File: config.mk
export PLATFORM = sky130hd
export DESIGN_NAME = gamma_pipe_mc
export DESIGN_NICKNAME = d
export VERILOG_FILES = /design/src/rtl/gamma_pipe_mc.sv
export SDC_FILE = /design/constraint.sdc
export NUM_CORES = 1
export LEC_CHECK = 0
export ABC_CLOCK_PERIOD_IN_PS = 4800
export CORE_ASPECT_RATIO = 0.7
export CORE_MARGIN = 5
export CORE_UTILIZATION = 52
export DETAILED_ROUTE_END_ITERATION = 12
export GPL_ROUTABILITY_DRIVEN = 0
export PLACE_DENSITY_LB_ADDON = 0.15
export SETUP_SLACK_MARGIN = 0.5
export SYNTH_ARGS = -nofsm -noshare
export SYNTH_HDL_FRONTEND = slang
export SYNTH_SLANG_ARGS = --single-unit
export TNS_END_PERCENT = 30
File: constraint.sdc
create_clock -name Clock -period 4.8 [get_ports Clock]
set_clock_uncertainty 0.15 [all_clocks]
set_input_delay 1.2 -clock Clock [delete_from_list [all_inputs] [get_ports Clock]]
set_output_delay 1.2 -clock Clock [all_outputs]
set_load 0.01 [all_outputs]
File: src/rtl/gamma_pipe_mc.sv
// gamma_pipe_mc
//   Multi-channel gamma (branch-metric) pipeline for the parallel turbo decoder.
//   Per channel c:  ba1ba3    = s(ba1) + ba3          (M+1 bits, cannot overflow)
//                   ba1ba2ba3 = sat(ba1ba3 + ba2)     (clipped to M+1 bits)
//   s() is selected per beat by scale_sel: x1, x0.75, x0.5 or x0 (floor rounding).
//
// Ports
//   Clock, nReset          rising-edge clock, asynchronous active-low reset
//   in_valid/in_ready      input beat handshake, in_last marks the frame's last beat
//   scale_sel              a-priori scaling, sampled with the beat
//   ba1_i/ba2_i/ba3_i      P packed channels (M, N, N bits)
//   out_valid/out_ready    output beat handshake, out_last aligned with its beat
//   ba1ba3_o/ba1ba2ba3_o   P packed channels of M+1 bits
//   sat_o                  per-channel clip flag of the current output beat
//   sat_cnt_o              frame saturation count, meaningful when out_valid && out_last
//
// Handshake: a beat moves across an interface on a rising edge where valid and
// ready are both high. valid never depends on ready; in_ready depends
// combinationally on out_ready. A full stage whose successor can take its beat
// reloads in the same cycle, so the pipeline runs at one beat per cycle.
module gamma_pipe_mc #(
   parameter int N      = 5,
   parameter int M      = 6,
   parameter int P      = 4,
   parameter int STAGES = 1,
   parameter int CW     = 16
) (
   input  logic                 Clock,
   input  logic                 nReset,
   input  logic                 in_valid,
   output logic                 in_ready,
   input  logic                 in_last,
   input  logic [1:0]           scale_sel,
   input  logic [P*M-1:0]       ba1_i,
   input  logic [P*N-1:0]       ba2_i,
   input  logic [P*N-1:0]       ba3_i,
   output logic                 out_valid,
   input  logic                 out_ready,
   output logic                 out_last,
   output logic [P*(M+1)-1:0]   ba1ba3_o,
   output logic [P*(M+1)-1:0]   ba1ba2ba3_o,
   output logic [P-1:0]         sat_o,
   output logic [CW-1:0]        sat_cnt_o
);

   localparam int PCW = $clog2(P + 1);
   localparam int TW  = ((CW > PCW) ? CW : PCW) + 1;

   // Arithmetic shifts floor toward -inf; 3*a needs two guard bits.
   function automatic logic [M-1:0] scale_f(input logic [M-1:0] a, input logic [1:0] sel);
      logic [M+1:0] ext;
      logic [M+1:0] tri3;
      logic [M-1:0] r;
      ext  = {{2{a[M-1]}}, a};
      tri3 = ext + {ext[M:0], 1'b0};
      case (sel)
         2'b00:   r = a;
         2'b01:   r = tri3[M+1:2];
         2'b10:   r = {a[M-1], a[M-1:1]};
         default: r = '0;
      endcase
      return r;
   endfunction

   function automatic logic [M:0] add13_f(input logic [M-1:0] s, input logic [N-1:0] b3);
      return {s[M-1], s} + {{(M+1-N){b3[N-1]}}, b3};
   endfunction

   // Returns {clip_flag, clipped_sum}. Overflow of M+1 bits shows as the top two
   // bits of the M+2 bit sum disagreeing; the top bit gives the direction.
   function automatic logic [M+1:0] add2_sat_f(input logic [M:0] b13, input logic [N-1:0] b2);
      logic [M+1:0] sum;
      logic [M:0]   r;
      logic         ovf;
      sum = {b13[M], b13} + {{(M+2-N){b2[N-1]}}, b2};
      ovf = sum[M+1] ^ sum[M];
      if (ovf) r = sum[M+1] ? {1'b1, {M{1'b0}}} : {1'b0, {M{1'b1}}};
      else     r = sum[M:0];
      return {ovf, r};
   endfunction

   logic [P*(M+1)-1:0] in_b13;
   logic [P*(M+1)-1:0] s_b123;
   logic [P-1:0]       s_sat;

   // Output stage registers (last stage in either configuration).
   logic               out_v_q;
   logic               out_last_q;
   logic [P*(M+1)-1:0] out_b13_q;
   logic [P*(M+1)-1:0] out_b123_q;
   logic [P-1:0]       out_sat_q;
   logic               out_free;

   always_comb begin
      in_b13 = '0;
      for (int c = 0; c < P; c++)
         in_b13[c*(M+1) +: M+1] = add13_f(scale_f(ba1_i[c*M +: M], scale_sel), ba3_i[c*N +: N]);
   end

   // Output stage can take a new beat when empty or when its beat leaves now.
   assign out_free = !out_v_q || out_ready;

   generate
      if (STAGES == 1) begin : g_one
         always_comb begin
            s_b123 = '0;
            s_sat  = '0;
            for (int c = 0; c < P; c++)
               {s_sat[c], s_b123[c*(M+1) +: M+1]} = add2_sat_f(in_b13[c*(M+1) +: M+1], ba2_i[c*N +: N]);
         end

         assign in_ready = out_free;

         always_ff @(posedge Clock or negedge nReset) begin
            if (!nReset) begin
               out_v_q    <= 1'b0;
               out_last_q <= 1'b0;
               out_b13_q  <= '0;
               out_b123_q <= '0;
               out_sat_q  <= '0;
            end else begin
               if (out_free) out_v_q <= in_valid;
               if (in_valid && out_free) begin
                  out_last_q <= in_last;
                  out_b13_q  <= in_b13;
                  out_b123_q <= s_b123;
                  out_sat_q  <= s_sat;
               end
            end
         end
      end else begin : g_two
         logic               a_v_q;
         logic               a_last_q;
         logic [P*(M+1)-1:0] a_b13_q;
         logic [P*N-1:0]     a_b2_q;

         always_comb begin
            s_b123 = '0;
            s_sat  = '0;
            for (int c = 0; c < P; c++)
               {s_sat[c], s_b123[c*(M+1) +: M+1]} = add2_sat_f(a_b13_q[c*(M+1) +: M+1], a_b2_q[c*N +: N]);
         end

         assign in_ready = !a_v_q || out_free;

         always_ff @(posedge Clock or negedge nReset) begin
            if (!nReset) begin
               a_v_q    <= 1'b0;
               a_last_q <= 1'b0;
               a_b13_q  <= '0;
               a_b2_q   <= '0;
            end else begin
               if (in_ready) a_v_q <= in_valid;
               if (in_valid && in_ready) begin
                  a_last_q <= in_last;
                  a_b13_q  <= in_b13;
                  a_b2_q   <= ba2_i;
               end
            end
         end

         always_ff @(posedge Clock or negedge nReset) begin
            if (!nReset) begin
               out_v_q    <= 1'b0;
               out_last_q <= 1'b0;
               out_b13_q  <= '0;
               out_b123_q <= '0;
               out_sat_q  <= '0;
            end else begin
               if (out_free) out_v_q <= a_v_q;
               if (a_v_q && out_free) begin
                  out_last_q <= a_last_q;
                  out_b13_q  <= a_b13_q;
                  out_b123_q <= s_b123;
                  out_sat_q  <= s_sat;
               end
            end
         end
      end
   endgenerate

   // Frame saturation statistics. The reported count already includes the
   // beat on the output, so the final beat of a frame carries the full total.
   logic [PCW-1:0] pop;
   logic [TW-1:0]  tot;
   logic [CW-1:0]  cnt;
   logic [CW-1:0]  acc_q;
   logic [CW-1:0]  acc_d;

   always_comb begin
      pop = '0;
      for (int c = 0; c < P; c++)
         pop = pop + PCW'(out_sat_q[c]);
      tot   = TW'(acc_q) + TW'(pop);
      cnt   = (tot > TW'({CW{1'b1}})) ? {CW{1'b1}} : tot[CW-1:0];
      acc_d = acc_q;
      if (out_v_q && out_ready) acc_d = out_last_q ? '0 : cnt;
   end

   always_ff @(posedge Clock or negedge nReset) begin
      if (!nReset) acc_q <= '0;
      else         acc_q <= acc_d;
   end

   assign out_valid   = out_v_q;
   assign out_last    = out_last_q;
   assign ba1ba3_o    = out_b13_q;
   assign ba1ba2ba3_o = out_b123_q;
   assign sat_o       = out_sat_q;
   assign sat_cnt_o   = cnt;

endmodule

==> results of run 1 <==
-- synthesized netlist by cell type (2+ instances only) --
library cell and number:
nor3b_1 9, clkbuf_1 22, fa_1 15, dfrtp_1 78, a41oi_1 2, o21ai_1 19, nor2_1 65, inv_1 44
xor2_1 19, mux2_2 9, nor3_1 3, nand4_1 2, o211ai_1 3, xnor2_1 37, nand2b_1 8, buf_1 3
ha_1 69, a31o_2 3, or4b_1 3, o31ai_1 5, o22ai_1 9, o21a_1 4, o21ai_0 50, and2_1 9
a21oi_1 52, o22a_1 10, a41o_1 2, and3_1 3, a311oi_1 2, nand3_1 3, a22o_1 2, a31oi_1 18
nand2_1 114, nor2b_1 12, mux2i_1 16, and3_4 2, a21o_1 23, a211oi_1 10, o21bai_1 7, buf_2 5
-- cell type report --
cell class / count / area (sq um)
flip-flops and latches: 78 / 1950
multi-input cells: 635 / 5110
well taps: 162 / 203
fillers: 726 / 2230
repair buffers: 286 / 2560
clock inverters: 3 / 65.1
inverters: 44 / 165
clock buffers: 13 / 270
-- cells by family after synthesis --
group           synth area share, %
xor+xnor                       7.30
mux                            3.89
flops                          29.0
compound gates                 21.5
fa+ha+maj                      17.3
buf+inv                        4.39
simple gates                   16.6
-- where the power goes --
part / internal (mW) / switching [mW]
clock: 0.498 / 0.274
sequential: 0.862 / 0.161
combinational: 1.38 / 1.27
-- worst min-delay path, stage by stage, from the launching register on --
cell	delay, ns
dfrtp_1	0.35
nand2_1	0.05
nand2_1	0.06
-- layer usage --
layer	up-vias	share of wire (%)	wire length, um	track usage [%]
met1	3384	40	8910	31.3
met5	-	0	0	0
li1	3312	-	-	-
met4	0	3.4	760	8.67
met2	282	50	11100	47.5
met3	69	7.0	1560	6.62
-- worst max path at each step --
stage	end	cells after the start
2_1_floorplan	ba1ba2ba3_o[25]	20
3_3_place_gp	sat_o[2]	20
3_5_place_dp	ba1ba2ba3_o[19]	19
4_1_cts	ba1ba2ba3_o[5]	20
5_1_grt	sat_o[3]	21
6_report	sat_o[3]	19
-- registers in the layout (all words and copies together) (netlist names) --
name,cells
acc_q,16
out_valid,1
ba1ba2ba3_o,28
out_last,1
sat_o,4
ba1ba3_o,28
-- what timing repair did --
action,in CTS,in global routing
buffers inserted,14,13
pin swaps,80,71
endpoints found under the hold margin,0,0
gates cloned,0,0
resized for setup,142,78
hold buffers,0,0
setup endpoints to repair,48,48
-- per-stage QoR --
step / TNS (ns) / cell area (sq um) / worst slack, ns / instances / hold WS [ns]
finish: 0 / 10300 / 0.0788 / 1221 / 0.337
global route: -0.0685 / 10300 / -0.0390 / 1221 / 0.359
CTS: 0 / 9940 / 0.0721 / 1208 / 0.334
detailed placement: -16.91 / 9160 / -0.667 / 1178 / 0.312
global placement: -12.15 / 9160 / -0.489 / 1178 / 0.307
floorplan: 0 / 6780 / 0.155 / 788 / 0.323
==> flow_metrics.py, run 1 <==
metrics = {
    "logic_synthesis": {
        "synthFlopType": "dfrtp_1",
        "synth-seq-area-share_pct": 29.0,
        "synth_edf_count": 0,
        "syn-num-nets": 943,
        "netlist-cell-type-count": 57,
        "synth_top_area_share_pct": 29.0,
        "syn_avg_cell_area_sq_um": 8.53,
        "ys_warn_count": 0,
        "synth_area_leaders": "dfrtp_1, ha_1, nand2_1",
        "ys_seq_elements": 78,
        "ys_async_sr_fraction_pct": 100,
        "synthesis.area_sq_um": 6720,
        "netlist_instances": 788,
        "yosysTopAreaCell": "dfrtp_1",
    },
    "floorplanning": {
        "fp.dieH_um": 105,
        "io_pins": 150,
        "fp.dieW_um": 146,
        "initial_utilization_pct": 53.6,
        "core.rowCount": 34,
        "fp.coreArea_sq_um": 12500,
        "dieArea_sq_um": 15300,
    },
    "timing": {
        "grt_setup_unrepaired": "yes",
        "finalHoldViolCount": 0,
        "clock.fmax_mhz": 212,
        "min_period_ns": 4.72,
        "relSlewSlack_pct": 26.3,
        "fin_crit_sh_pct": 98.4,
        "setup_viol": 0,
        "drv_slew": 0,
        "tightestPinTransition_ns": 1.10,
    },
    "clock_network": {
        "htreeDepth": 3,
        "cts_buffers": 9,
        "clock_path_buffers": 2,
        "cts_tree": "built",
        "cts_sinks": 78,
        "clkTransAtPathRegs_ns": 0.06,
        "root_buffer": "clkbuf_16",
        "clock_latency_ns": 0.35,
    },
    "critical_path": {
        "cp_max_fo": 4,
        "rr_worst_depth": 15,
        "end_kind": "flop",
        "crit_chain": "buf_6 > buf_6 > ha_4 > a21o_1 > a21oi_2 > xor2_1 > o22ai_2 > ha_4 > a21o_1 > a21oi_4 > xnor2_2 > ha_1 > o21ai_2 > or4b_1 > nand4_1 > buf_4 > nor2_1 > nor2_1 > o21ai_1",
        "worstSetupStartpointType": "input pin",
        "reg2reg_slack_ns": 1.43,
        "worstSetupPathType": "in -> reg",
        "crit_arrival_ns": 4.77,
        "slowest_delay_ns": 0.52,
        "crit_buf_inv": 3,
        "reg2reg_from": "sat_o[0]",
        "slowest_stage": "or4b_1",
        "path_delay_family": "compound AO/OA/AOI/OAI gates",
        "worstSetupStartpoint": "ba1_i[19]",
        "crit_required_ns": 4.84,
        "r2r-end": "acc_q[3]",
    },
    "routing": {
        "vias": 7047,
        "drc": 0,
        "ant_nets": 0,
        "routedWlPerCell_um": 18.3,
        "avgViaCountPerCell": 5.77,
        "first_pass_iters": 5,
        "drtIter0Drc": 513,
        "postRouteWirelength_um": 22300,
    },
    "hold_path": {
        "hold_end": "ba1ba3_o[14]",
        "worstHoldPathCells": 2,
        "min_from": "ba1ba3_o[14]",
        "hold_path_class": "reg -> reg",
    },
    "global_route": {
        "grt_overflow_total": 0,
        "grt_pass1_wl_um": 33900,
        "antenna_found_initial": 0,
        "track_usage_pct": 26.5,
        "grt_pass1_vias": 7179,
        "grt_max_degree": 79,
    },
    "flow_run": {
        "cap_violations": 0,
    },
    "final_layout": {
        "diodes": 0,
        "layout_common_cells": "buf_4, clkdlybuf4s50_1, nand2_1, dfrtp_1, nor2_1",
        "drive_above_1_share_pct": 28.6,
        "area_growth_pct": 53.5,
        "fin_nets": 1209,
        "layout_commonest_cell": "buf_4",
        "fin_util_pct": 82.2,
    },
    "power_and_ir_drop": {
        "cellPowerDensity_nw_per_um2": 431,
        "power_mw": 4.45,
        "peakVddDrop_mv": 0.313,
        "leakage_nw": 5.02,
    },
    "place": {
        "dp_hpwl_um": 15100,
        "port-buffer-count": 149,
    },
    "outcome": {
        "status": "finished clean",
    },
}
Note: power is estimated with default switching activity, not from simulation.
==> run 2, diff against run 1 <==
Settings changed: ABC_AREA set to 1, CELL_PAD_IN_SITES_DETAIL_PLACEMENT set to 0, CELL_PAD_IN_SITES_GLOBAL_PLACEMENT set to 1, CORE_UTILIZATION 52 to 37.
==> run 2 against run 1 <==
Register-to-register slack better by 0.43 ns; hold slack worse by 0.0033 ns; critical path depth fell by 8; first-iteration DRC count down 16%; die area rose by 37%; non-clock buffer count increased by 51; cell area up 7.9%; sequential cell count unchanged; maximum frequency increased by 7.4%; highest routed layer unchanged.
==> flow_metrics.py, run 2 <==
metrics = {
    "power_and_ir_drop": {
        "switching_share_pct": 39.3,
        "p_seq_share_pct": 22.4,
        "peakVddDrop_mv": 0.383,
        "power_frac_clock_pct": 16.4,
        "cellPowerDensity_nw_per_um2": 403,
        "leakage_nw": 5.63,
        "p_switching_mw": 1.76,
        "internal_power_mw": 2.72,
        "power_frac_comb_pct": 61.2,
    },
    "critical_path": {
        "end_kind": "output port",
        "cp_max_fo": 5,
        "worstSetupStartpointType": "flop",
        "worstSetupPathType": "reg -> out",
        "crit_arrival_ns": 3.05,
        "crit_required_ns": 3.45,
    },
    "timing": {
        "grt_setup_unrepaired": "yes",
        "clock.fmax_mhz": 227,
        "drv_slew": 0,
        "relSlewSlack_pct": 45.5,
        "min_period_ns": 4.40,
        "tightestPinTransition_ns": 0.810,
        "fin_crit_sh_pct": 91.6,
        "fin_ws_ns": 0.404,
        "hold_slack_ns": 0.334,
        "setup_viol": 0,
        "finalHoldViolCount": 0,
    },
    "global_route": {
        "grt_overflow_total": 0,
        "grt_pass1_wl_um": 36100,
        "antenna_found_initial": 0,
        "met1_usage_pct": 30.7,
        "grt_max_degree": 55,
        "met2_usage_pct": 34.8,
        "grt.busiest_layer": "met2",
        "use_met3_pct": 3.90,
        "track_usage_pct": 21.5,
        "grt_pass1_vias": 7309,
    },
    "logic_synthesis": {
        "syn-num-nets": 1117,
        "synthFlopType": "dfrtp_1",
        "synth-seq-area-share_pct": 29.0,
        "synthesis.area_sq_um": 6730,
        "yosysMostFrequentCell": "nand2_1",
        "ys_seq_elements": 78,
        "synth_compound_area_share_pct": 10.3,
        "synth_edf_count": 0,
        "synth_simple_gate_area_share_pct": 29.8,
        "synth_common_cells": "nand2_1, inv_1, nor2_1, dfrtp_1, ha_1",
        "ys_warn_count": 0,
        "synth_area_leaders": "dfrtp_1, nand2_1, ha_1",
        "syn_avg_cell_area_sq_um": 7.00,
        "netlist-cell-type-count": 31,
        "ys_async_sr_fraction_pct": 100,
        "synth_adder_area_share_pct": 17.3,
        "netlist_instances": 962,
        "yosysTopAreaCell": "dfrtp_1",
        "synth_top_area_share_pct": 29.0,
        "synth_top_family_by_area": "simple AND/OR/NAND/NOR gates",
        "synth_xor_area_share_pct": 5.20,
        "muxShareOfSynthArea_pct": 0,
    },
    "clock_network": {
        "cts_sinks": 78,
        "cts_buffers": 9,
        "clock_latency_ns": 0.33,
        "clock_path_buffers": 2,
        "root_buffer": "clkbuf_16",
        "clkTransAtPathRegs_ns": 0.07,
        "htreeDepth": 3,
        "cts_tree": "built",
    },
    "final_layout": {
        "layout_commonest_cell": "nand2_1",
        "area_growth_pct": 65.3,
        "fin_nets": 1447,
        "n_fill_cell": 1629,
        "layout_common_cells": "nand2_1, buf_4, inv_1, clkdlybuf4s50_1, dfrtp_1",
        "drive_above_1_share_pct": 32.3,
        "diodes": 0,
    },
    "place": {
        "port-buffer-count": 149,
        "dpl_worst_slack_ns": -0.487,
        "dp_hpwl_um": 16900,
    },
    "floorplanning": {
        "io_pins": 150,
        "dieArea_sq_um": 21000,
        "fp.coreArea_sq_um": 18000,
        "initial_utilization_pct": 37.5,
        "fp.dieW_um": 171,
        "fp.dieH_um": 123,
        "core.rowCount": 41,
    },
    "routing": {
        "vias": 7243,
        "drtIter0Drc": 429,
        "first_pass_iters": 5,
        "avgViaCountPerCell": 4.73,
        "drc": 0,
        "postRouteWirelength_um": 22400,
        "ant_nets": 0,
        "routedWlPerCell_um": 14.6,
    },
    "outcome": {
        "status": "finished clean",
    },
    "hold_path": {
        "hold_path_class": "reg -> reg",
    },
    "flow_run": {
        "cap_violations": 0,
    },
}
[run 2: changes by cell type in the layout (fill, tap and decap cells not counted), moves of 11 or more]
cell,before,now
a21oi_1,34,16
inv_1,36,119
mux2i_1,16,0
o21ai_1,33,11
a21o_1,23,5
nand2_1,107,289
buf_4,129,173
nand3_1,3,29
a21oi_2,16,27
nand4_1,2,17
nand2_2,6,36
a31oi_1,18,7
xnor2_1,28,6
[run 2: stage by stage]
| step | util, % | area (sq um) | setup TNS, ns | instances | total power, mW |
|---|---|---|---|---|---|
| after floorplan | - | 6780 | 0 | 962 | 2.13 |
| after global placement | 53.4 | 9590 | -11.31 | 1471 | 3.28 |
| after detailed placement | 53.4 | 9590 | -11.14 | 1471 | 3.29 |
| after CTS | 60.1 | 10800 | 0 | 1523 | 4.38 |
| after global routing | 62.0 | 11100 | 0 | 1532 | 4.84 |
| final | 62.0 | 11100 | 0 | 1532 | 4.48 |
[run 2: path summary, 6_finish.rpt]
check | startpoint | end | slack, ns | depth (start not counted)
setup / recovery | sat_o[1] | sat_cnt_o[15] | 0.40 | 11
hold / removal | ba1ba3_o[26] | ba1ba3_o[26] | 0.33 | 2
setup reg to reg | sat_o[1] | acc_q[5] | 1.86 | 13
hold reg to reg | ba1ba3_o[26] | ba1ba3_o[26] | 0.33 | 2
max in group asynchronous | nReset | sat_o[1] | 2.84 | 2
min in group asynchronous | nReset | ba1ba3_o[23] | 0.77 | 1
[run 2: kinds of logic after synthesis]
family,after synthesis
DFF,78
AOI/OAI and AO/OA,123
buffers and inverters,146
and+or+nand+nor,491
xor gates and xnor gates,40
adders and majority gates,84
[run 2: final cells by class]
type	instances	area [sq um]	area share, %
Clock inverter	6	86.3	0.776
Multi-Input combinational cell	738	5140	46.2
Clock buffer	9	225	2.02
Timing Repair Buffer	337	2940	26.4
Inverter	128	484	4.35
Sequential cell	78	1950	17.5
Tap cell	236	295	2.65
[run 2: power by group through the flow]
stage / Sequential (mW) / Clock, mW / Combinational (mW)
CTS: 1.01 / 0.752 / 2.62
floorplan: 1.06 / 0 / 1.06
global placement: 1.02 / 0 / 2.26
global route: 1.03 / 0.783 / 3.02
finish: 1.00 / 0.737 / 2.74
detailed placement: 1.02 / 0 / 2.28
[run 2: worst max-delay path, cell delays in order, from the launching register on]
cell           delay [ns]
dfrtp_2              0.45
fa_1                 0.51
inv_1                0.05
fa_2                 0.34
inv_2                0.08
fa_2                 0.23
nand3_4              0.10
nor3_4               0.23
nand4_4              0.21
buf_4                0.19
nand3_2              0.06
dlygate4sd2_1        0.27
[run 2: routing by layer]
layer	vias to the layer above	share of wire, %
li1	3731	-
met4	0	0.96
met5	-	0
met2	154	45
met1	3343	49
met3	15	5.6
[run 2: timing repair]
action | 4_1_cts | 5_1_grt
endpoints found under the setup margin | 48 | 48
pin swaps | 102 | 85
setup buffers | 36 | 9
gates resized for setup | 249 | 89
hold buffers | 0 | 0
cloned | 1 | 0
